### src/rtl/occupancy_pattern_gen.sv
// Parking-lot sensor pattern transmitter: queues enter/exit commands, drives the
// two-sensor pulse sequence on btn and tracks the expected occupancy count.
module occupancy_pattern_gen #(
  parameter int HOLD_CYCLES = 4,
  parameter int GAP_CYCLES  = 2,
  parameter int FIFO_DEPTH  = 4
) (
  input  logic                          clk,
  input  logic                          reset,
  input  logic                          cmd_valid,
  input  logic                          cmd_dir,
  output logic                          cmd_ready,
  output logic [3:0]                    btn,
  output logic                          busy,
  output logic                          done,
  output logic [3:0]                    expected_count,
  output logic [$clog2(FIFO_DEPTH):0]   fifo_level
);

  localparam int AW      = $clog2(FIFO_DEPTH);
  localparam int LW      = AW + 1;
  localparam int CNT_MAX = (HOLD_CYCLES > GAP_CYCLES) ? HOLD_CYCLES : GAP_CYCLES;
  localparam int CW      = (CNT_MAX > 1) ? $clog2(CNT_MAX) : 1;
  localparam logic [CW-1:0] HOLD_LOAD = CW'(HOLD_CYCLES - 1);
  localparam logic [CW-1:0] GAP_LOAD  = CW'(GAP_CYCLES - 1);

  typedef enum logic [2:0] {IDLE, PH1, PH2, PH3, GAP} state_t;

  state_t            state;
  logic [CW-1:0]     cnt;
  logic              dir_q;
  logic [FIFO_DEPTH-1:0] fifo_mem;
  logic [AW-1:0]     wr_ptr;
  logic [AW-1:0]     rd_ptr;
  logic              push;
  logic              pop;
  logic              head_dir;

  assign cmd_ready = (fifo_level != LW'(FIFO_DEPTH));
  assign push      = cmd_valid && cmd_ready;
  assign pop       = (state == IDLE) && (fifo_level != '0);
  assign head_dir  = fifo_mem[rd_ptr];

  always_ff @(posedge clk or posedge reset) begin
    if (reset) begin
      fifo_mem   <= '0;
      wr_ptr     <= '0;
      rd_ptr     <= '0;
      fifo_level <= '0;
    end else begin
      if (push) begin
        fifo_mem[wr_ptr] <= cmd_dir;
        wr_ptr           <= wr_ptr + 1'b1;
      end
      if (pop)
        rd_ptr <= rd_ptr + 1'b1;
      if (push && !pop)
        fifo_level <= fifo_level + 1'b1;
      else if (pop && !push)
        fifo_level <= fifo_level - 1'b1;
    end
  end

  // btn is loaded with the next phase's pattern on each transition so it only moves on phase boundaries.
  always_ff @(posedge clk or posedge reset) begin
    if (reset) begin
      state          <= IDLE;
      cnt            <= '0;
      dir_q          <= 1'b0;
      btn            <= '0;
      busy           <= 1'b0;
      done           <= 1'b0;
      expected_count <= '0;
    end else begin
      done <= 1'b0;
      case (state)
        IDLE: begin
          if (pop) begin
            state <= PH1;
            dir_q <= head_dir;
            cnt   <= HOLD_LOAD;
            btn   <= head_dir ? 4'b0010 : 4'b0001;
            busy  <= 1'b1;
          end
        end
        PH1: begin
          if (cnt == '0) begin
            state <= PH2;
            cnt   <= HOLD_LOAD;
            btn   <= 4'b0011;
          end else begin
            cnt <= cnt - 1'b1;
          end
        end
        PH2: begin
          if (cnt == '0) begin
            state <= PH3;
            cnt   <= HOLD_LOAD;
            btn   <= dir_q ? 4'b0001 : 4'b0010;
          end else begin
            cnt <= cnt - 1'b1;
          end
        end
        PH3: begin
          if (cnt == '0) begin
            state <= GAP;
            cnt   <= GAP_LOAD;
            btn   <= 4'b0000;
          end else begin
            cnt <= cnt - 1'b1;
          end
        end
        GAP: begin
          if (cnt == '0) begin
            state <= IDLE;
            cnt   <= '0;
            busy  <= 1'b0;
            done  <= 1'b1;
            if (!dir_q)
              expected_count <= expected_count + 1'b1;
            else if (expected_count != '0)
              expected_count <= expected_count - 1'b1;
          end else begin
            cnt <= cnt - 1'b1;
          end
        end
        default: begin
          state <= IDLE;
          btn   <= '0;
          busy  <= 1'b0;
        end
      endcase
    end
  end

endmodule
### config.mk
export PLATFORM = sky130hd
export DESIGN_NAME = occupancy_pattern_gen
export DESIGN_NICKNAME = d
export VERILOG_FILES = /design/src/rtl/occupancy_pattern_gen.sv
export SDC_FILE = /design/constraint.sdc
export NUM_CORES = 1
export LEC_CHECK = 0
export ABC_CLOCK_PERIOD_IN_PS = 2100
export CAP_MARGIN = 40
export CORE_MARGIN = 1
export CORE_UTILIZATION = 49
export DETAILED_ROUTE_END_ITERATION = 6
export PLACE_DENSITY = 0.71
export SLEW_MARGIN = 30
export SYNTH_ARGS = -nofsm -noshare
export SYNTH_HDL_FRONTEND = slang
export SYNTH_SLANG_ARGS = --single-unit
### constraint.sdc
create_clock -name clk -period 2.1 [get_ports clk]
set_clock_uncertainty 0.2 [all_clocks]
set_input_delay 0.42 -clock clk [delete_from_list [all_inputs] [get_ports clk]]
set_output_delay 0.42 -clock clk [all_outputs]
set_load 0.005 [all_outputs]
==> results.yml, run 1 <==
sta:
  maxSlewViolCount: 0
  setup_tns_ns: 0
  timing.fmax_mhz: 478
  hold_viol_final: 0
  setup_viol: 0
  rsz0062_at_grt: "yes"
  fin_crit_sh_pct: 99.6
  finalCriticalPeriod_ns: 2.09
yosys:
  ys.warnings.count: 0
  ys_ff_latch: 25
  synthCells: 132
  synth_edf_count: 0
  syn_area_mm2: 0.00142
  seq_area_frac_synth_pct: 44.0
  avgSynthCellArea_um2: 10.8
  async_flop_share_pct: 100
  ys.flop_type: "dfrtp_1"
  ys_types: 39
setup_path:
  reg2reg_depth: 8
  critPathMaxStageDelay_ns: 0.44
  ff2ff_setup_slack_ns: 0.009
  critPathCaptureType: "flip-flop"
  crit_start: "fifo_level[1]$_DFFE_PP0P_"
  crit_slowest_cell: "dfrtp_1"
  cp.required_ns: 2.16
  critPathKind: "reg2reg"
  cp_cell_sequence: "or3_4 -> nand2_4 -> ha_4 -> inv_2 -> fa_2 -> xor2_1 -> nor2_1 -> xor2_1"
  crit_end: "fifo_level[2]$_DFFE_PP0P_"
  critPathLaunchType: "flip-flop"
  arrival_ns: 2.15
  crit_top_cell: "xor2_1"
  timing.rr.start: "fifo_level[1]$_DFFE_PP0P_"
  path_max_fanout: 3
  r2r-end: "fifo_level[2]$_DFFE_PP0P_"
die:
  fp-row-count: 19
  ios: 18
  start_util_pct: 51.6
  die_area_mm2: 0.00312
  dieWidth_um: 55.9
  die_y_um: 55.9
  core_mm2: 0.00276
global_routing:
  grt_use_total_pct: 19.6
  grt_pass1_wl_mm: 4.74
  grt_antenna_before_repair: 0
  grt_pass1_vias: 1068
  grt_max_degree: 26
  gr-total-overflow: 0
pwr:
  power.internal_uw: 1550
  p_comb_share_pct: 56.6
  p_seq_share_pct: 34.8
  ir_worst_vdd_mv: 0.990
  p_switching_uw: 991
  power.density_mw_per_mm2: 1440
  total_power_uw: 2540
  clockPowerShare_pct: 8.5
  static-leakage-power_uw: 0.000773
  swShare_pct: 39.0
clock_network:
  worstSkewPairLatency_ns: 0.32
  cts_made_buffers: 3
  cts_tree: "yes"
  path_clk_slew_ns: 0.13
  cts_root_buffer: "clkbuf_4"
  cts.sinks: 25
  h-tree-depth: 1
  hold_buffers: 0
  cts_buffer_depth: 2
final_layout:
  fin_util_pct: 63.9
  nets: 179
  nFillCells: 237
  fin_area_mm2: 0.00176
  drive_gt1_share_pct: 21.0
  fin_cells: 193
  antennaDiodeCount: 0
  syn_to_final_growth_pct: 23.9
route:
  viasPerCell: 5.36
  wl_mm: 2.71
  dr.pass1.iters: 4
  ant_nets: 0
  routedWlPerCell_um: 14.1
  remaining_drc_errors: 0
  drt_iter0_markers: 15
  vias: 1034
placement:
  io_buffer_count: 15
  hpwlAfterDp_mm: 2.06
  placedCellCount: 187
  gp_congestion: 0.836
  postPlaceCellArea_mm2: 0.00172
hold_path:
  hp-class: "in2async"
status:
  outcome: "finished, final reports clean"
flow_run:
  cap_violations: 0
-- how the worst min path moves through the flow --
stage	to	cells past startpoint	start
after global routing	done$_DFF_PP0_	3	reset
final	btn[1]$_DFFE_PP0P_	3	reset
after global placement	fifo_mem[1]$_DFFE_PP0P_	1	fifo_mem[1]$_DFFE_PP0P_
after floorplan	btn[0]$_DFFE_PP0P_	1	reset
after CTS	btn[1]$_DFFE_PP0P_	3	reset
after detailed placement	fifo_mem[1]$_DFFE_PP0P_	1	fifo_mem[1]$_DFFE_PP0P_
-- stage by stage --
step / hold slack, ns / worst slack [ns]
4_1_cts: 0.223 / 0.000486
3_5_place_dp: 0.275 / -0.285
6_report: 0.220 / 0.00870
2_1_floorplan: 0.247 / -0.0328
5_1_grt: 0.268 / -0.0928
3_3_place_gp: 0.274 / -0.197
-- worst max-delay path, delay by kind of cell (launching register included) --
family / cells / cell delay [ns]
flip-flops: 1 / 0.44
XOR/XNOR: 2 / 0.31
adder cells (fa/ha/maj): 2 / 0.47
AND/OR/NAND/NOR: 3 / 0.60
buffers and inverters: 1 / 0.04
-- area by class of cell --
cell class | count | area [um2] | area share, %
Multi-Input combinational cell | 91 | 761 | 43.2
Sequential cell | 25 | 627 | 35.6
Clock buffer | 4 | 26.3 | 1.49
Tap cell | 31 | 38.8 | 2.20
Timing Repair Buffer | 30 | 263 | 14.9
Inverter | 12 | 47.5 | 2.70
-- cell usage after synthesis (3+ instances only) --
cell / count / share of area, %
dfrtp_1: 25 / 44
inv_1: 11 / 2.9
ha_1: 10 / 8.8
nand2_1: 10 / 2.6
nor2_1: 6 / 1.6
o21ai_0: 6 / 2.1
xnor2_1: 6 / 3.7
a21oi_1: 5 / 1.8
mux2_1: 4 / 3.2
nor3_1: 4 / 1.4
xor2_1: 4 / 2.5
buf_4: 3 / 1.6
nand3_1: 3 / 1.1
nor2b_1: 3 / 1.3
-- state kept, by name, summed over array words and instances (netlist names), 2 cells and up --
signal          flops
fifo_mem            4
wr_ptr              2
fifo_level          3
btn                 2
expected_count      4
rd_ptr              2
cnt                 2
state               3
-- cells by family after synthesis --
family,count (synthesis),synth area share (%)
muxes,9,7.74
buffers and inverters,17,5.54
DFF,25,44.0
AOI/OAI and AO/OA,22,11.3
adders and majority gates,12,11.6
other,1,0.264
and+or+nand+nor,36,13.5
xor gates and xnor gates,10,6.16
-- layout by cell type, fill, tap and decap left out, drive strengths merged, types with 6 or more instances in the layout --
master and n:
ha 10, nor2 6, o21ai 7, clkdlybuf4s50 15, inv 12, dfrtp 25
xnor2 6, mux2 6, buf 15, nand2 11
-- metal layers --
layer | vias to the layer above | wire length [um] | global-route usage (%)
met1 | 506 | 1230 | 23.4
met5 | - | 0 | 0
met3 | 5 | 65 | 2.56
met4 | 0 | 53 | 8.36
met2 | 16 | 1370 | 35.3
li1 | 507 | - | -
-- repair_timing --
item | 4_1_cts | 5_1_grt
resized for setup | 1 | 1
setup buffers | 2 | 0
pin swaps | 1 | 0
setup endpoints to repair | 2 | 2
-- power groups by stage --
| stage | clock network (uW) | logic [uW] | registers (uW) |
|---|---|---|---|
| global placement | 0 | 1330 | 880 |
| finish | 217 | 1440 | 886 |
| floorplan | 0 | 912 | 875 |
| global route | 242 | 1610 | 914 |
| detailed placement | 0 | 1410 | 897 |
| CTS | 225 | 1450 | 883 |
No activity file was read; power rests on OpenSTA's default activity.
==> run 2: changes to the inputs <==
ABC_CLOCK_PERIOD_IN_PS = 1900   (was 2100)
clock period = 1.9 ns   (was 2.1 ns; I/O delays follow)
==> results.yml, run 2 (synthesis gave the netlist of run 1 again) <==
status:
  outcome: "finished, violations left"
  violations: "setup timing"
route:
  vias: 1085
  wl_mm: 2.74
  dr.pass1.iters: 4
  ant_nets: 0
  remaining_drc_errors: 0
  drt_iter0_markers: 18
  routedWlPerCell_um: 13.5
  viasPerCell: 5.34
die:
  die_area_mm2: 0.00312
  fp-row-count: 19
  core_mm2: 0.00276
  ios: 18
  dieWidth_um: 55.9
  start_util_pct: 51.6
  die_y_um: 55.9
setup_path:
  timing.rr.start: "fifo_level[2]$_DFFE_PP0P_"
  critPathLaunchType: "flip-flop"
  critPathKind: "reg2reg"
  crit_start: "fifo_level[2]$_DFFE_PP0P_"
  arrival_ns: 2.12
  critPathMaxStageDelay_ns: 0.41
  crit_slowest_cell: "dfrtp_1"
  cp_cell_sequence: "or3_4 -> nand2_4 -> ha_4 -> inv_2 -> fa_2 -> xor2_1 -> nor2_1 -> xor2_1"
  path_max_fanout: 2
  crit_top_cell: "xor2_1"
  cp.required_ns: 1.97
  ff2ff_setup_slack_ns: -0.15
  reg2reg_depth: 8
  r2r-end: "fifo_level[2]$_DFFE_PP0P_"
  critPathCaptureType: "flip-flop"
global_routing:
  grt_max_degree: 26
  grt_use_total_pct: 18.8
  gr-total-overflow: 0
  grt_pass1_vias: 1031
  grt_antenna_before_repair: 0
  grt_pass1_wl_mm: 4.46
clock_network:
  path_clk_slew_ns: 0.14
  cts_made_buffers: 3
  cts_root_buffer: "clkbuf_4"
  h-tree-depth: 1
  cts_buffer_depth: 2
  hold_buffers: 0
  worstSkewPairLatency_ns: 0.33
  cts.sinks: 25
  cts_tree: "yes"
pwr:
  ir_worst_vdd_mv: 1.22
  power.density_mw_per_mm2: 1590
  static-leakage-power_uw: 0.000834
sta:
  fin_crit_sh_pct: 108
  finalCriticalPeriod_ns: 2.05
  timing.hold.ws_ns: 0.226
  timing.fmax_mhz: 488
  rsz0062_at_grt: "yes"
  maxSlewViolCount: 0
  setup_ws_ns: -0.149
  hold_viol_final: 0
  setup_viol: 2
placement:
  gp_congestion: 0.845
  io_buffer_count: 15
  hpwlAfterDp_mm: 2.00
final_layout:
  final_common_cell: "dfrtp_1"
  largestRegisters: "expected_count x4, fifo_mem x4"
  fin_util_pct: 67.1
  antennaDiodeCount: 0
  drive_gt1_share_pct: 27.3
  syn_to_final_growth_pct: 30.1
  nFillCells: 223
  nets: 189
  final_cell_mix: "dfrtp_1, buf_4, clkdlybuf4s50_1"
hold_path:
  hp-class: "in2async"
flow_run:
  cap_violations: 0
==> run 2: cell count changes in the layout (fill, tap and decap cells not counted), sizes merged <==
cell,delta
dlygate4sd2,+3
buf,+10
clkdlybuf4s50,-4
clkbuf,+1
==> run 2: cell type report <==
cell class              count  area [um2]  area share (%)
clock buffers               4        26.3            1.42
inverters                  12        47.5            2.57
multi-input cells          91         774            41.9
flip-flops and latches     25         627            33.9
well taps                  31        38.8            2.10
repair buffers             40         337            18.2
==> run 2: stage by stage <==
stage	TNS [ns]	power [uW]	cell area, um2	worst slack (ns)	instances
floorplan	-0.419	2000	1470	-0.225	133
global placement	-0.661	2530	1760	-0.349	192
detailed placement	-0.931	2610	1760	-0.395	192
CTS	-0.342	2910	1820	-0.152	200
global route	-0.431	3190	1850	-0.227	203
finish	-0.292	2930	1850	-0.149	203
==> run 2: worst max path at each step <==
stage | end | cells after the start
2_1_floorplan | fifo_level[2]$_DFFE_PP0P_ | 8
3_3_place_gp | fifo_level[2]$_DFFE_PP0P_ | 8
3_5_place_dp | fifo_level[2]$_DFFE_PP0P_ | 8
4_1_cts | fifo_level[2]$_DFFE_PP0P_ | 8
5_1_grt | fifo_level[2]$_DFFE_PP0P_ | 8
6_report | fifo_level[2]$_DFFE_PP0P_ | 8
==> run 2: timing repair <==
action,CTS,global route
endpoints found under the setup margin,7,9
buffers inserted,4,3
gates resized for setup,8,4
pin swaps,2,3
==> run 2: critical path: cells and delay by family (launching register included) <==
| family | cells | cell delay [ns] |
|---|---|---|
| flip-flops | 1 | 0.41 |
| buffers and inverters | 1 | 0.03 |
| AND/OR/NAND/NOR | 3 | 0.60 |
| adder cells (fa/ha/maj) | 2 | 0.45 |
| XOR/XNOR | 2 | 0.30 |
==> run 2: routing by layer <==
layer	up-vias	part of all wire [%]	GRT usage (%)
li1	525	-	-
met1	528	46	23.7
met2	24	48	31.3
met3	8	3.1	2.79
met4	0	2.9	9.76
met5	-	0	0
==> run 2: power breakdown <==
| group | switching (uW) | internal, uW |
|---|---|---|
| clock | 167 | 82.5 |
| combinational | 777 | 950 |
| sequential | 187 | 771 |
==> run 3: changes to the inputs <==
CORE_MARGIN = 1.5   (was 1)
==> results.yml, run 3 (synthesis gave the netlist of run 1 again) <==
status:
  outcome: "finished, violations left"
  violations: "setup timing"
clock_network:
  cts_made_buffers: 3
  cts_root_buffer: "clkbuf_4"
  worstSkewPairLatency_ns: 0.33
  cts_tree: "yes"
  cts_buffer_depth: 2
  path_clk_slew_ns: 0.14
  h-tree-depth: 1
  cts.sinks: 25
  hold_buffers: 0
setup_path:
  critPathMaxStageDelay_ns: 0.42
  crit_slowest_cell: "dfrtp_1"
  critPathLaunchType: "flip-flop"
  ff2ff_setup_slack_ns: -0.27
  arrival_ns: 2.23
  crit_family: "simple AND/OR/NAND/NOR gates"
  cp.required_ns: 1.96
  path_max_fanout: 2
  critPathKind: "reg2reg"
  crit_top_cell: "xor2_1"
  critPathBufInv: 2
  critPathCaptureType: "flip-flop"
  cp_cell_sequence: "buf_6 -> or3_4 -> nand2_4 -> ha_4 -> inv_2 -> fa_2 -> xor2_1 -> nor2_1 -> xor2_1"
sta:
  finalCriticalPeriod_ns: 2.17
  setup_ws_ns: -0.270
  timing.hold.ws_ns: 0.176
  fin_crit_sh_pct: 114
  maxSlewViolCount: 0
  hold_viol_final: 0
  rsz0062_at_grt: "yes"
  setup_viol: 4
  timing.fmax_mhz: 461
die:
  die_y_um: 56.9
  core_mm2: 0.00276
  dieWidth_um: 56.9
  ios: 18
  start_util_pct: 51.6
  fp-row-count: 19
  die_area_mm2: 0.00324
placement:
  placedCellCount: 192
  io_buffer_count: 15
  hpwlAfterDp_mm: 1.99
  gp_congestion: 0.820
final_layout:
  drive_gt1_share_pct: 26.9
  largestRegisters: "expected_count x4, fifo_mem x4"
  syn_to_final_growth_pct: 31.5
  nets: 188
  antennaDiodeCount: 0
  final_common_cell: "dfrtp_1"
  final_cell_mix: "dfrtp_1, buf_4, nand2_1, inv_1"
  fin_cells: 202
route:
  vias: 1077
  dr.pass1.iters: 4
  ant_nets: 0
  remaining_drc_errors: 0
  viasPerCell: 5.33
  routedWlPerCell_um: 13.6
  wl_mm: 2.75
  drt_iter0_markers: 36
flow_run:
  cap_violations: 0
global_routing:
  grt_max_degree: 26
  grt_pass1_wl_mm: 4.88
  grt_antenna_before_repair: 0
  grt_use_total_pct: 19.6
  grt_pass1_vias: 1156
  gr-total-overflow: 0
pwr:
  power.density_mw_per_mm2: 1580
  total_power_uw: 2960
  ir_worst_vdd_mv: 1.14
  static-leakage-power_uw: 0.000874
hold_path:
  hp-class: "in2async"
[run 3: through the flow]
| stage | area [um2] | setup TNS, ns | worst slack [ns] | util, % |
|---|---|---|---|---|
| floorplan | 1470 | -0.419 | -0.225 | - |
| global placement | 1760 | -0.660 | -0.352 | 63.8 |
| detailed placement | 1760 | -0.916 | -0.397 | 63.8 |
| CTS | 1810 | -0.762 | -0.278 | 65.7 |
| global route | 1870 | -1.03 | -0.365 | 67.8 |
| finish | 1870 | -0.762 | -0.270 | 67.8 |
[run 3: per-layer routing]
layer	vias up	wire length [um]	global-route usage (%)	part of all wire (%)
met2	23	1390	33.2	50
met3	2	108	3.92	3.9
met1	528	1230	23.7	45
met4	0	22	9.30	0.80
li1	524	-	-	-
met5	-	0	0	0
[run 3: path summary, 6_finish.rpt]
path	startpoint	to	cells past startpoint
setup / recovery	fifo_level[1]$_DFFE_PP0P_	fifo_level[2]$_DFFE_PP0P_	9
hold / removal	reset	expected_count[0]$_DFFE_PP0P_	3
setup reg to reg	fifo_level[1]$_DFFE_PP0P_	fifo_level[2]$_DFFE_PP0P_	9
hold reg to reg	fifo_mem[3]$_DFFE_PP0P_	fifo_mem[3]$_DFFE_PP0P_	1
max in group asynchronous	reset	fifo_level[0]$_DFFE_PP0P_	3
min in group clk	fifo_mem[3]$_DFFE_PP0P_	fifo_mem[3]$_DFFE_PP0P_	1
[run 3: worst reg2reg max path, stage by stage, from the launching register on]
cell and delay, ns:
dfrtp_1 0.42, buf_6 0.12, or3_4 0.37, nand2_4 0.08, ha_4 0.13, inv_2 0.03
fa_2 0.33, xor2_1 0.16, nor2_1 0.11, xor2_1 0.14
[run 3: final cells by class]
type | instances | area [um2]
Fill cell | 220 | 887
Multi-Input combinational cell | 91 | 787
Sequential cell | 25 | 628
Timing Repair Buffer | 39 | 342
Inverter | 12 | 47.5
Tap cell | 31 | 38.8
Clock buffer | 3 | 22.5
Clock inverter | 1 | 5.00
[run 3: what timing repair did]
item                       4_1_cts  5_1_grt
gates resized for setup          7        6
buffers inserted                 2        6
pin swaps                        2        1
setup endpoints to repair        7       11
gates cloned                     0        0
[run 3: report_power, final]
part	internal [uW]	leakage, uW	switching (uW)	total [uW]
Sequential	772	0.000302	194	965
Clock	79.1	0.0000177	166	245
Combinational	964	0.000554	783	1750
